===== src/rtl/cpu_run_ctrl_pkg.sv =====
// Shared types and constants for the MIPS run/reset sequencer.
package run_ctrl_pkg;

    typedef enum logic [2:0] {
        IDLE = 3'd0,
        RST  = 3'd1,
        RUN  = 3'd2,
        DONE = 3'd3,
        TMO  = 3'd4
    } state_e;

    localparam int DEFAULT_HALT_REPEAT = 3;

endpackage


===== src/rtl/cpu_run_ctrl_if.sv =====
// Control/observation bundle between the bench top and the run sequencer.
interface cpu_run_ctrl_if #(
    parameter int PC_W  = 32,
    parameter int CNT_W = 32
);
    logic             start;
    logic             commit_valid;
    logic [PC_W-1:0]  commit_pc;
    logic             cpu_reset;
    logic             running;
    logic             done;
    logic             timeout;
    logic [CNT_W-1:0] cycle_count;
    logic [CNT_W-1:0] commit_count;
    logic [PC_W-1:0]  halt_pc;

    modport slave (
        input  start, commit_valid, commit_pc,
        output cpu_reset, running, done, timeout, cycle_count, commit_count, halt_pc
    );

    modport master (
        output start, commit_valid, commit_pc,
        input  cpu_reset, running, done, timeout, cycle_count, commit_count, halt_pc
    );
endinterface


===== src/rtl/cpu_run_ctrl_sat_counter.sv =====
// Up-counter with synchronous clear that sticks at all-ones instead of wrapping.
module sat_counter #(
    parameter int W = 8
) (
    input  logic         clk,
    input  logic         reset,
    input  logic         clr,
    input  logic         en,
    output logic [W-1:0] q
);
    logic [W-1:0] cnt_q, cnt_d;

    always_comb begin
        cnt_d = cnt_q;
        if (clr)
            cnt_d = '0;
        else if (en && (cnt_q != '1))
            cnt_d = cnt_q + 1'b1;
    end

    always_ff @(posedge clk) begin
        if (!reset)
            cnt_q <= '0;
        else
            cnt_q <= cnt_d;
    end

    assign q = cnt_q;
endmodule


===== src/rtl/cpu_run_ctrl.sv =====
// Run/reset sequencer: stretches reset to the core, counts cycles and commits,
// and stops on a self-loop halt or on a cycle budget.
module cpu_run_ctrl
    import run_ctrl_pkg::*;
#(
    parameter int PC_W         = 32,
    parameter int CNT_W        = 32,
    parameter int RESET_CYCLES = 4,
    parameter int HALT_REPEAT  = DEFAULT_HALT_REPEAT,
    parameter int MAX_CYCLES   = 100000,
    parameter int AUTO_START   = 1
) (
    input  logic          clk,
    input  logic          reset,
    cpu_run_ctrl_if.slave bus
);
    localparam int RW = $clog2(RESET_CYCLES + 1);
    localparam int HW = $clog2(HALT_REPEAT + 1);
    localparam logic [RW-1:0]    RST_LAST = RW'(RESET_CYCLES);
    localparam logic [HW-1:0]    HALT_N   = HW'(HALT_REPEAT);
    localparam logic [CNT_W-1:0] MAX_LAST = CNT_W'(MAX_CYCLES - 1);

    state_e           state_q, state_d;
    logic [RW-1:0]    rst_cnt_q, rst_cnt_d;
    logic [HW-1:0]    rep_cnt_q, rep_cnt_d;
    logic [PC_W-1:0]  last_pc_q, last_pc_d;
    logic [PC_W-1:0]  halt_pc_q, halt_pc_d;
    logic             done_q, done_d;
    logic             timeout_q, timeout_d;
    logic             cpu_reset_q, cpu_reset_d;
    logic             running_q, running_d;
    logic             cnt_clr, cyc_en, cmt_en;
    logic [CNT_W-1:0] cyc_cnt, cmt_cnt;

    sat_counter #(.W(CNT_W)) u_cyc_cnt (
        .clk(clk), .reset(reset), .clr(cnt_clr), .en(cyc_en), .q(cyc_cnt)
    );

    sat_counter #(.W(CNT_W)) u_cmt_cnt (
        .clk(clk), .reset(reset), .clr(cnt_clr), .en(cmt_en), .q(cmt_cnt)
    );

    always_comb begin
        state_d   = state_q;
        rst_cnt_d = rst_cnt_q;
        rep_cnt_d = rep_cnt_q;
        last_pc_d = last_pc_q;
        halt_pc_d = halt_pc_q;
        done_d    = done_q;
        timeout_d = timeout_q;
        cnt_clr   = 1'b0;
        cyc_en    = 1'b0;
        cmt_en    = 1'b0;

        unique case (state_q)
            IDLE, DONE, TMO: begin
                if (bus.start) begin
                    state_d   = RST;
                    rst_cnt_d = '0;
                    rep_cnt_d = '0;
                    last_pc_d = '0;
                    halt_pc_d = '0;
                    done_d    = 1'b0;
                    timeout_d = 1'b0;
                    cnt_clr   = 1'b1;
                end
            end
            RST: begin
                // Counting to RESET_CYCLES (not -1) lines RUN up with cpu_reset
                // falling, so cycle_count starts at 0 on the first running edge.
                if (rst_cnt_q == RST_LAST)
                    state_d = RUN;
                else
                    rst_cnt_d = rst_cnt_q + 1'b1;
            end
            RUN: begin
                cyc_en = 1'b1;
                if (bus.commit_valid) begin
                    cmt_en = 1'b1;
                    // rep_cnt == 0 marks "no PC seen yet", so a first commit at
                    // PC 0 does not match the reset value of last_pc.
                    if ((rep_cnt_q != '0) && (bus.commit_pc == last_pc_q)) begin
                        rep_cnt_d = rep_cnt_q + 1'b1;
                    end else begin
                        rep_cnt_d = 1;
                        last_pc_d = bus.commit_pc;
                    end
                    if (rep_cnt_d == HALT_N) begin
                        state_d   = DONE;
                        done_d    = 1'b1;
                        halt_pc_d = bus.commit_pc;
                    end
                end
                if ((state_d != DONE) && (cyc_cnt == MAX_LAST)) begin
                    state_d   = TMO;
                    timeout_d = 1'b1;
                end
            end
            default: state_d = IDLE;
        endcase

        cpu_reset_d = ((state_q == IDLE) || (state_q == RST)) && (state_d != RUN);
        running_d   = (state_d == RUN);
    end

    always_ff @(posedge clk) begin
        if (!reset) begin
            state_q     <= (AUTO_START != 0) ? RST : IDLE;
            rst_cnt_q   <= '0;
            rep_cnt_q   <= '0;
            last_pc_q   <= '0;
            halt_pc_q   <= '0;
            done_q      <= 1'b0;
            timeout_q   <= 1'b0;
            cpu_reset_q <= 1'b1;
            running_q   <= 1'b0;
        end else begin
            state_q     <= state_d;
            rst_cnt_q   <= rst_cnt_d;
            rep_cnt_q   <= rep_cnt_d;
            last_pc_q   <= last_pc_d;
            halt_pc_q   <= halt_pc_d;
            done_q      <= done_d;
            timeout_q   <= timeout_d;
            cpu_reset_q <= cpu_reset_d;
            running_q   <= running_d;
        end
    end

    assign bus.cpu_reset    = cpu_reset_q;
    assign bus.running      = running_q;
    assign bus.done         = done_q;
    assign bus.timeout      = timeout_q;
    assign bus.cycle_count  = cyc_cnt;
    assign bus.commit_count = cmt_cnt;
    assign bus.halt_pc      = halt_pc_q;
endmodule


===== src/flat_wrapper.sv =====
// flat-port wrapper written by rule: the top's interface ports become plain ports
module cpu_run_ctrl_flat import run_ctrl_pkg::*;
#(
    parameter int PC_W         = 32,
    parameter int CNT_W        = 32,
    parameter int RESET_CYCLES = 4,
    parameter int HALT_REPEAT  = DEFAULT_HALT_REPEAT,
    parameter int MAX_CYCLES   = 100000,
    parameter int AUTO_START   = 1
)
  (clk, reset, bus_start, bus_commit_valid, bus_commit_pc, bus_cpu_reset, bus_running, bus_done, bus_timeout, bus_cycle_count, bus_commit_count, bus_halt_pc);
  cpu_run_ctrl_if #(.PC_W(PC_W), .CNT_W(CNT_W)) bus_i ();
  input  logic clk;
  input  logic reset;
  input wire logic [$bits(bus_i.start)-1:0] bus_start;
  input wire logic [$bits(bus_i.commit_valid)-1:0] bus_commit_valid;
  input wire logic [$bits(bus_i.commit_pc)-1:0] bus_commit_pc;
  output wire logic [$bits(bus_i.cpu_reset)-1:0] bus_cpu_reset;
  output wire logic [$bits(bus_i.running)-1:0] bus_running;
  output wire logic [$bits(bus_i.done)-1:0] bus_done;
  output wire logic [$bits(bus_i.timeout)-1:0] bus_timeout;
  output wire logic [$bits(bus_i.cycle_count)-1:0] bus_cycle_count;
  output wire logic [$bits(bus_i.commit_count)-1:0] bus_commit_count;
  output wire logic [$bits(bus_i.halt_pc)-1:0] bus_halt_pc;
  assign bus_i.start = bus_start;
  assign bus_i.commit_valid = bus_commit_valid;
  assign bus_i.commit_pc = bus_commit_pc;
  assign bus_cpu_reset = bus_i.cpu_reset;
  assign bus_running = bus_i.running;
  assign bus_done = bus_i.done;
  assign bus_timeout = bus_i.timeout;
  assign bus_cycle_count = bus_i.cycle_count;
  assign bus_commit_count = bus_i.commit_count;
  assign bus_halt_pc = bus_i.halt_pc;
  cpu_run_ctrl #(.PC_W(PC_W), .CNT_W(CNT_W), .RESET_CYCLES(RESET_CYCLES), .HALT_REPEAT(HALT_REPEAT), .MAX_CYCLES(MAX_CYCLES), .AUTO_START(AUTO_START)) u_core (.clk(clk), .reset(reset), .bus(bus_i));
endmodule

===== config.mk =====
export PLATFORM = sky130hd
export DESIGN_NAME = cpu_run_ctrl_flat
export DESIGN_NICKNAME = d
export VERILOG_FILES = /design/src/rtl/cpu_run_ctrl_pkg.sv /design/src/rtl/cpu_run_ctrl_if.sv /design/src/rtl/cpu_run_ctrl_sat_counter.sv /design/src/rtl/cpu_run_ctrl.sv /design/src/flat_wrapper.sv
export SDC_FILE = /design/constraint.sdc
export NUM_CORES = 1
export LEC_CHECK = 0
export BUFFER_PORTS_ARGS = -buffer_cell sky130_fd_sc_hd__buf_2
export CAP_MARGIN = 10
export CORE_ASPECT_RATIO = 1.1
export CORE_MARGIN = 1
export CORE_UTILIZATION = 48
export CTS_BUF_LIST = sky130_fd_sc_hd__clkbuf_4 sky130_fd_sc_hd__clkbuf_8 sky130_fd_sc_hd__clkbuf_16
export DETAILED_ROUTE_END_ITERATION = 10
export HOLD_SLACK_MARGIN = 0.15
export PLACE_DENSITY_LB_ADDON = 0.15
export SYNTH_ARGS = -nofsm -noshare
export SYNTH_HDL_FRONTEND = slang
export SYNTH_HIERARCHICAL = 1
export SYNTH_SLANG_ARGS = --single-unit

===== constraint.sdc =====
create_clock -name clk -period 3.75 [get_ports clk]
set_clock_uncertainty 0.05 [all_clocks]
set_input_delay 0.375 -clock clk [delete_from_list [all_inputs] [get_ports clk]]
set_output_delay 0.375 -clock clk [all_outputs]
set_load 0.1 [all_outputs]

# == After elaboration in Yosys (flattened, before gate mapping) ==
# Cells that the tools add are included.
# word_totals
regBits,140
latch_bits,0
ramBits,0
romBits,0
in_bits,36
n_memories,0
# classes
add_sub_neg,4
n_mul,0
div_mod_pow,0
n_lt_le_gt_ge,0
n_eq_ne,19
shifts,0
muxes,34
n_bitwise,1
reduce_logical,17
# ops
op,n
$mux 32,5
$pmux 32 s2,2
$add 32x1->32 const B,2
$ne 32x32->1 const B,2
$eq 32x17->1 const B,1
$eq 32x32->1,1
$mux 3,8
$mux 2,5
$eq 3x2->1 const B,3
$mux 1,9
$pmux 3 s3,1
$reduce_and 3->1,3
$ne 2x2->1 const B,4
$reduce_and 4->1,2
$eq 3x3->1 const B,2
$ne 3x2->1 const B,2
$pmux 3 s2,1
$reduce_bool 2->1,3
$logic_and 1x1->1,5
$ne 2x1->1 const B,2
$pmux 1 s2,2
$pmux 2 s2,1
$add 3x1->3 const B,1
$eq 3x1->1 const B,1
other kinds (7),7

# == Depth between registers and ports, before layout ==
# depth
ltp_word,15
depth_mapped,10
mapped_depth_nobuf,8

# == Modules after synthesis ==
# Netlist, hierarchy kept.
# modules_own_cells
mod,n_inst,cells_per_inst,area_each_um2,seq_area_each_um2
cpu_run_ctrl,1,381,3534.6,1521.5
sat_counter (u_core.u_cyc_cnt),1,201,1674.1,640.6
sat_counter (u_core.u_cmt_cnt),1,203,1667.8,640.6

# == Worst setup path after synthesis ==
# Ideal clock, no wire load.
# synth_timing
kind,register to register
start,"register u_core.u_cmt_cnt.cnt_q[16], in the netlist u_core/u_cmt_cnt/q[16]"
end,"register u_core.u_cmt_cnt.cnt_q[11], in the netlist u_core/u_cmt_cnt/q[11]"
setup_ns,0.132
t_arrival_ns,2.558
t_required_ns,3.568
slack_ns,1.010
path_stages_with_launch,7
path_buffers,1
synth_period_minus_slack_ns,2.740
cell_sequence,dfxtp_1 -> nand4_1 -> or4_4 -> o31ai_4 -> buf_2 -> or3_1 -> a21oi_1
# synth_between
elab_chain_len,2
# synth_lines
item,line_no,source
from (decl),cpu_run_ctrl_sat_counter.sv:11,"logic [W-1:0] cnt_q, cnt_d;"
from (signal assigned),cpu_run_ctrl_sat_counter.sv:25,cnt_q <= cnt_d;
$ne 32x32->1,cpu_run_ctrl_sat_counter.sv:17,else if (en && (cnt_q != '1))
$logic_and 1x1->1,cpu_run_ctrl_sat_counter.sv:17,
# No other way between the ends.
# A chain may end at the register's enable or synchronous reset.

# == Worst setup path after layout ==
# layout_timing
start,register u_core.state_q[1]
end,"register u_core.u_cmt_cnt.cnt_q[22], in the netlist u_core/u_cmt_cnt/q[22]"
# layout_between
elab_cells_between_ends,9
# layout_rtl
item,line_no,source
from (decl),cpu_run_ctrl.sv:23,"state_e state_q, state_d;"
from (signal assigned),cpu_run_ctrl.sv:108,state_q <= (AUTO_START != 0) ? RST : IDLE;
from (signal assigned),cpu_run_ctrl.sv:118,state_q <= state_d;
$eq 3x2->1,cpu_run_ctrl.sv:55,unique case (state_q)
$mux 1,cpu_run_ctrl.sv:55,
net u_core.cmt_en,cpu_run_ctrl.sv:32,"logic cnt_clr, cyc_en, cmt_en;"
$logic_and 1x1->1,cpu_run_ctrl_sat_counter.sv:17,
# The timed path passes the listed nets, and every way through them passes these cells.

==> summary.md <==
| Metric | Value |
|---|---|
| Final setup vio count | 0 |
| Vias in the first global route | 5980 |
| RSZ-0062 raised after global routing | false |
| Top delay family on crit path | simple AND/OR/NAND/NOR gates |
| Num rows | 45 |
| Root buffer cell | clkbuf_16 |
| DIE HEIGHT | 128 um |
| Diode count | 0 |
| Max Cap Viol | 0 |
| Max-slew violation count | 0 |
| Largest net degree at the start of global routing | 60 |
| Global-route wire length before repair | 28500 um |
| Post-route ant nets | 0 |
| P&R area growth vs syn | 20.4% |
| F_max | 0.352 GHz |
| # fillers | 1303 |
| Via density | 5.61 |
| Register area share after synthesis | 0.408 |
| Clock buffer depth | 2 |
| Top post-synthesis cells by area | dfxtp_1 (41%), mux2i_1 (10%), nand2_1 (5.7%) |
| CTS tree | yes |
| Io pins | 136 |
| Slew HR | 0.443 |
| CTS Buf Count | 17 |
| Synth cell types | 69 |
| VDD IR max | 0.000306 V |
| Outcome | complete, no violations |
| Hold Crit Class | in -> reg |
| Clock-pin slew on the worst setup and hold paths | 60 ps |
| Final Routed Wirelength | 17300 um |
| LEAKAGE | 3.40 nW |
| Design area | 8280 sq um |
| Fin cells | 1105 |
| Hold buffer count at cts | 0 |
| Worst Max-Slew Pin Slew | 836 ps |
| Period utilization | 0.757 |
| Number of post-CTS setup repair buffers | 0 |
| Post_cts resized | 0 |
| Mapped Cells | 785 |
| FFs w/ async S/R, synth | 0 |
| Final hold vios | 0 |
| CP cell instances | nand2_1 > nor2_4 > and2_1 > nand4_1 > a21oi_1 > a31oi_1 > a41o_1 |
| Layout cells sized above 1 | 0.216 |
| Critical-path maximum fanout | 12 |
| Ys flop type | dfxtp_1 |
| EDFF count, synth | 0 |
| Post-layout min period | 2840 ps |
| Routability congestion estimate | 0.834 |
| Synthesized net count | 826 |
| Gr ovfl total | 0 |
| Worst Path Buf+Inv | 0 |
| Worst-Skew Late Latency | 420 ps |
| CTS Sinks | 140 |
| Cell accounting for the most synthesized area | dfxtp_1 |
| First drt pass iteration count | 5 |
| Post-DP Area | 7640 sq um |
| Die width | 116 um |
| Hold_sp | bus_commit_pc[11] |
| Critical Path Start Type | flip-flop |
| Nets | 945 |
| Die area | 14800 sq um |
| Post-Syn Area | 6880 sq um |
| Critical Path RT | 4000 ps |
| CP max-delay cell | dfxtp_1 |
| Iteration-0 DRC Markers | 448 |
| Initial Util | 0.494 |
| Critical Path Start | u_core/state_q[1] |
| Dpl hpwl | 12200 um |
| Residual DRC | 0 |
| YS warnings | 6 |
| Core Region | 13900 sq um |
| Launch point of the worst reg-to-reg path | u_core/state_q[1] |
| Yosys top cell area share | 0.408 |
| Mapped Avg Cell Area | 8.76 sq um |
| Setup Crit Path Kind | reg -> reg |
| CP max stage delay | 500 ps |
| Worst Hold Slack | 211 ps |
| Yosys reg bits | 140 |
| H-tree levels | 4 |
| Routed length per instance | 15.7 um |
| Tot GR Track Use | 0.244 |
| Initial antenna violation count | 0 |
| Critical path arrival | 3090 ps |
| PD cells | 445 nW/um^2 |
| Dpl cells | 1073 |
| Total number of vias | 6195 |
| # port buffers | 135 |
| Post-route setup TNS | 0 ps |
| Critical Path Sink Type | flip-flop |
cell usage in the layout (no fill, tap or decap), drive strengths merged, types with 9 or more instances in the layout:
master / n
dfxtp: 140
a211oi: 10
and4: 9
nand2: 104
mux2i: 71
o21ai: 26
nand4: 31
a21oi: 40
or3: 24
clkbuf: 19
xor2: 27
nor4: 15
and3: 12
nor2: 48
xnor2: 24
nand3: 54
buf: 141
inv: 24
path summary, 6_finish.rpt:
check | end | slack [ps] | depth (start not counted)
hold reg to reg | u_core/bus.halt_pc[9] | 410 | 2
setup reg to reg | u_core/u_cmt_cnt/q[22] | 910 | 7
hold / removal | u_core/bus.halt_pc[11] | 210 | 3
setup / recovery | u_core/u_cmt_cnt/q[22] | 910 | 7
synthesized netlist by cell type, types with 2 or more instances:
library cell	number
xnor2_1	24
nor3_2	2
nor4_1	12
a211oi_1	10
o21ai_1	11
o31ai_1	3
xor2_1	27
o211ai_1	2
and4_1	6
o21ai_0	15
and2_1	5
nand2_1	104
nor2b_1	3
buf_2	5
a21oi_1	38
clkbuf_1	26
a41o_1	3
a2111oi_0	2
nor4b_1	4
a31oi_1	6
or2_2	3
nor4bb_1	2
inv_1	21
a31o_1	2
mux2i_1	71
dfxtp_1	140
a21oi_2	2
ha_1	5
nand2b_1	5
o21a_1	2
and3_1	10
or4_1	7
nor4_2	2
nor3_1	6
nand4_1	30
buf_6	7
or3_1	24
nand3_1	53
nor2_1	48
nand4b_1	4
and4_2	3
a21boi_0	2
and3_2	2
kinds of logic (layout without fill, tap and decap cells):
logic type / count (synthesis) / count (layout) / share of synthesized area
xor+xnor: 51 / 51 / 0.0650
flops: 140 / 140 / 0.408
mux: 71 / 71 / 0.103
buf+inv: 62 / 194 / 0.0437
compound gates: 111 / 111 / 0.104
simple gates: 345 / 345 / 0.267
fa+ha+maj: 5 / 5 / 0.00910
layout make-up:
type | count | area, sq um | share of cell area
clock inverter | 13 | 188 | 0.0227
clock buffer | 19 | 453 | 0.0547
tap | 188 | 235 | 0.0284
timing repair buffer | 141 | 723 | 0.0874
sequential | 140 | 2800 | 0.339
multi-input combinational | 583 | 3800 | 0.459
inverter | 21 | 78.8 | 0.00952
through the flow:
step,util,total power [mW],worst slack (ps)
after global routing,0.595,3.83,718
after CTS,0.595,3.72,942
after floorplan,-,1.83,1010
after detailed placement,0.549,1.90,782
after global placement,0.549,1.90,823
final,0.595,3.69,912
registers in the layout, indices dropped and copies added (netlist names):
signal	count
u_core/bus.done	1
u_core/state_q	3
u_core/bus.timeout	1
u_core/u_cyc_cnt/q	32
u_core/bus.running	1
u_core/last_pc_q	32
u_core/rst_cnt_q	3
u_core/u_cmt_cnt/q	32
u_core/rep_cnt_q	2
u_core/bus.halt_pc	32
u_core/bus.cpu_reset	1
worst register-to-register path, cell delays in order, from the launching register on:
cell and delay, ps:
dfxtp_1 500, nand2_1 170, nor2_4 300, and2_1 460, nand4_1 400, a21oi_1 430, a31oi_1 160, a41o_1 240
power by group:
part / internal (mW) / total, mW / switching [mW]
Sequential: 1.51 / 1.53 / 0.0219
Clock: 1.15 / 1.81 / 0.659
Combinational: 0.128 / 0.345 / 0.217
metal layers:
layer  vias up  share of wire  global-route usage
met1      2922           0.43               0.297
li1       3070              -                   -
met5         -              0                   0
met2       175           0.49               0.404
met3        28          0.059              0.0640
met4         0          0.019               0.104
No activity file was read; power rests on OpenSTA's default activity.
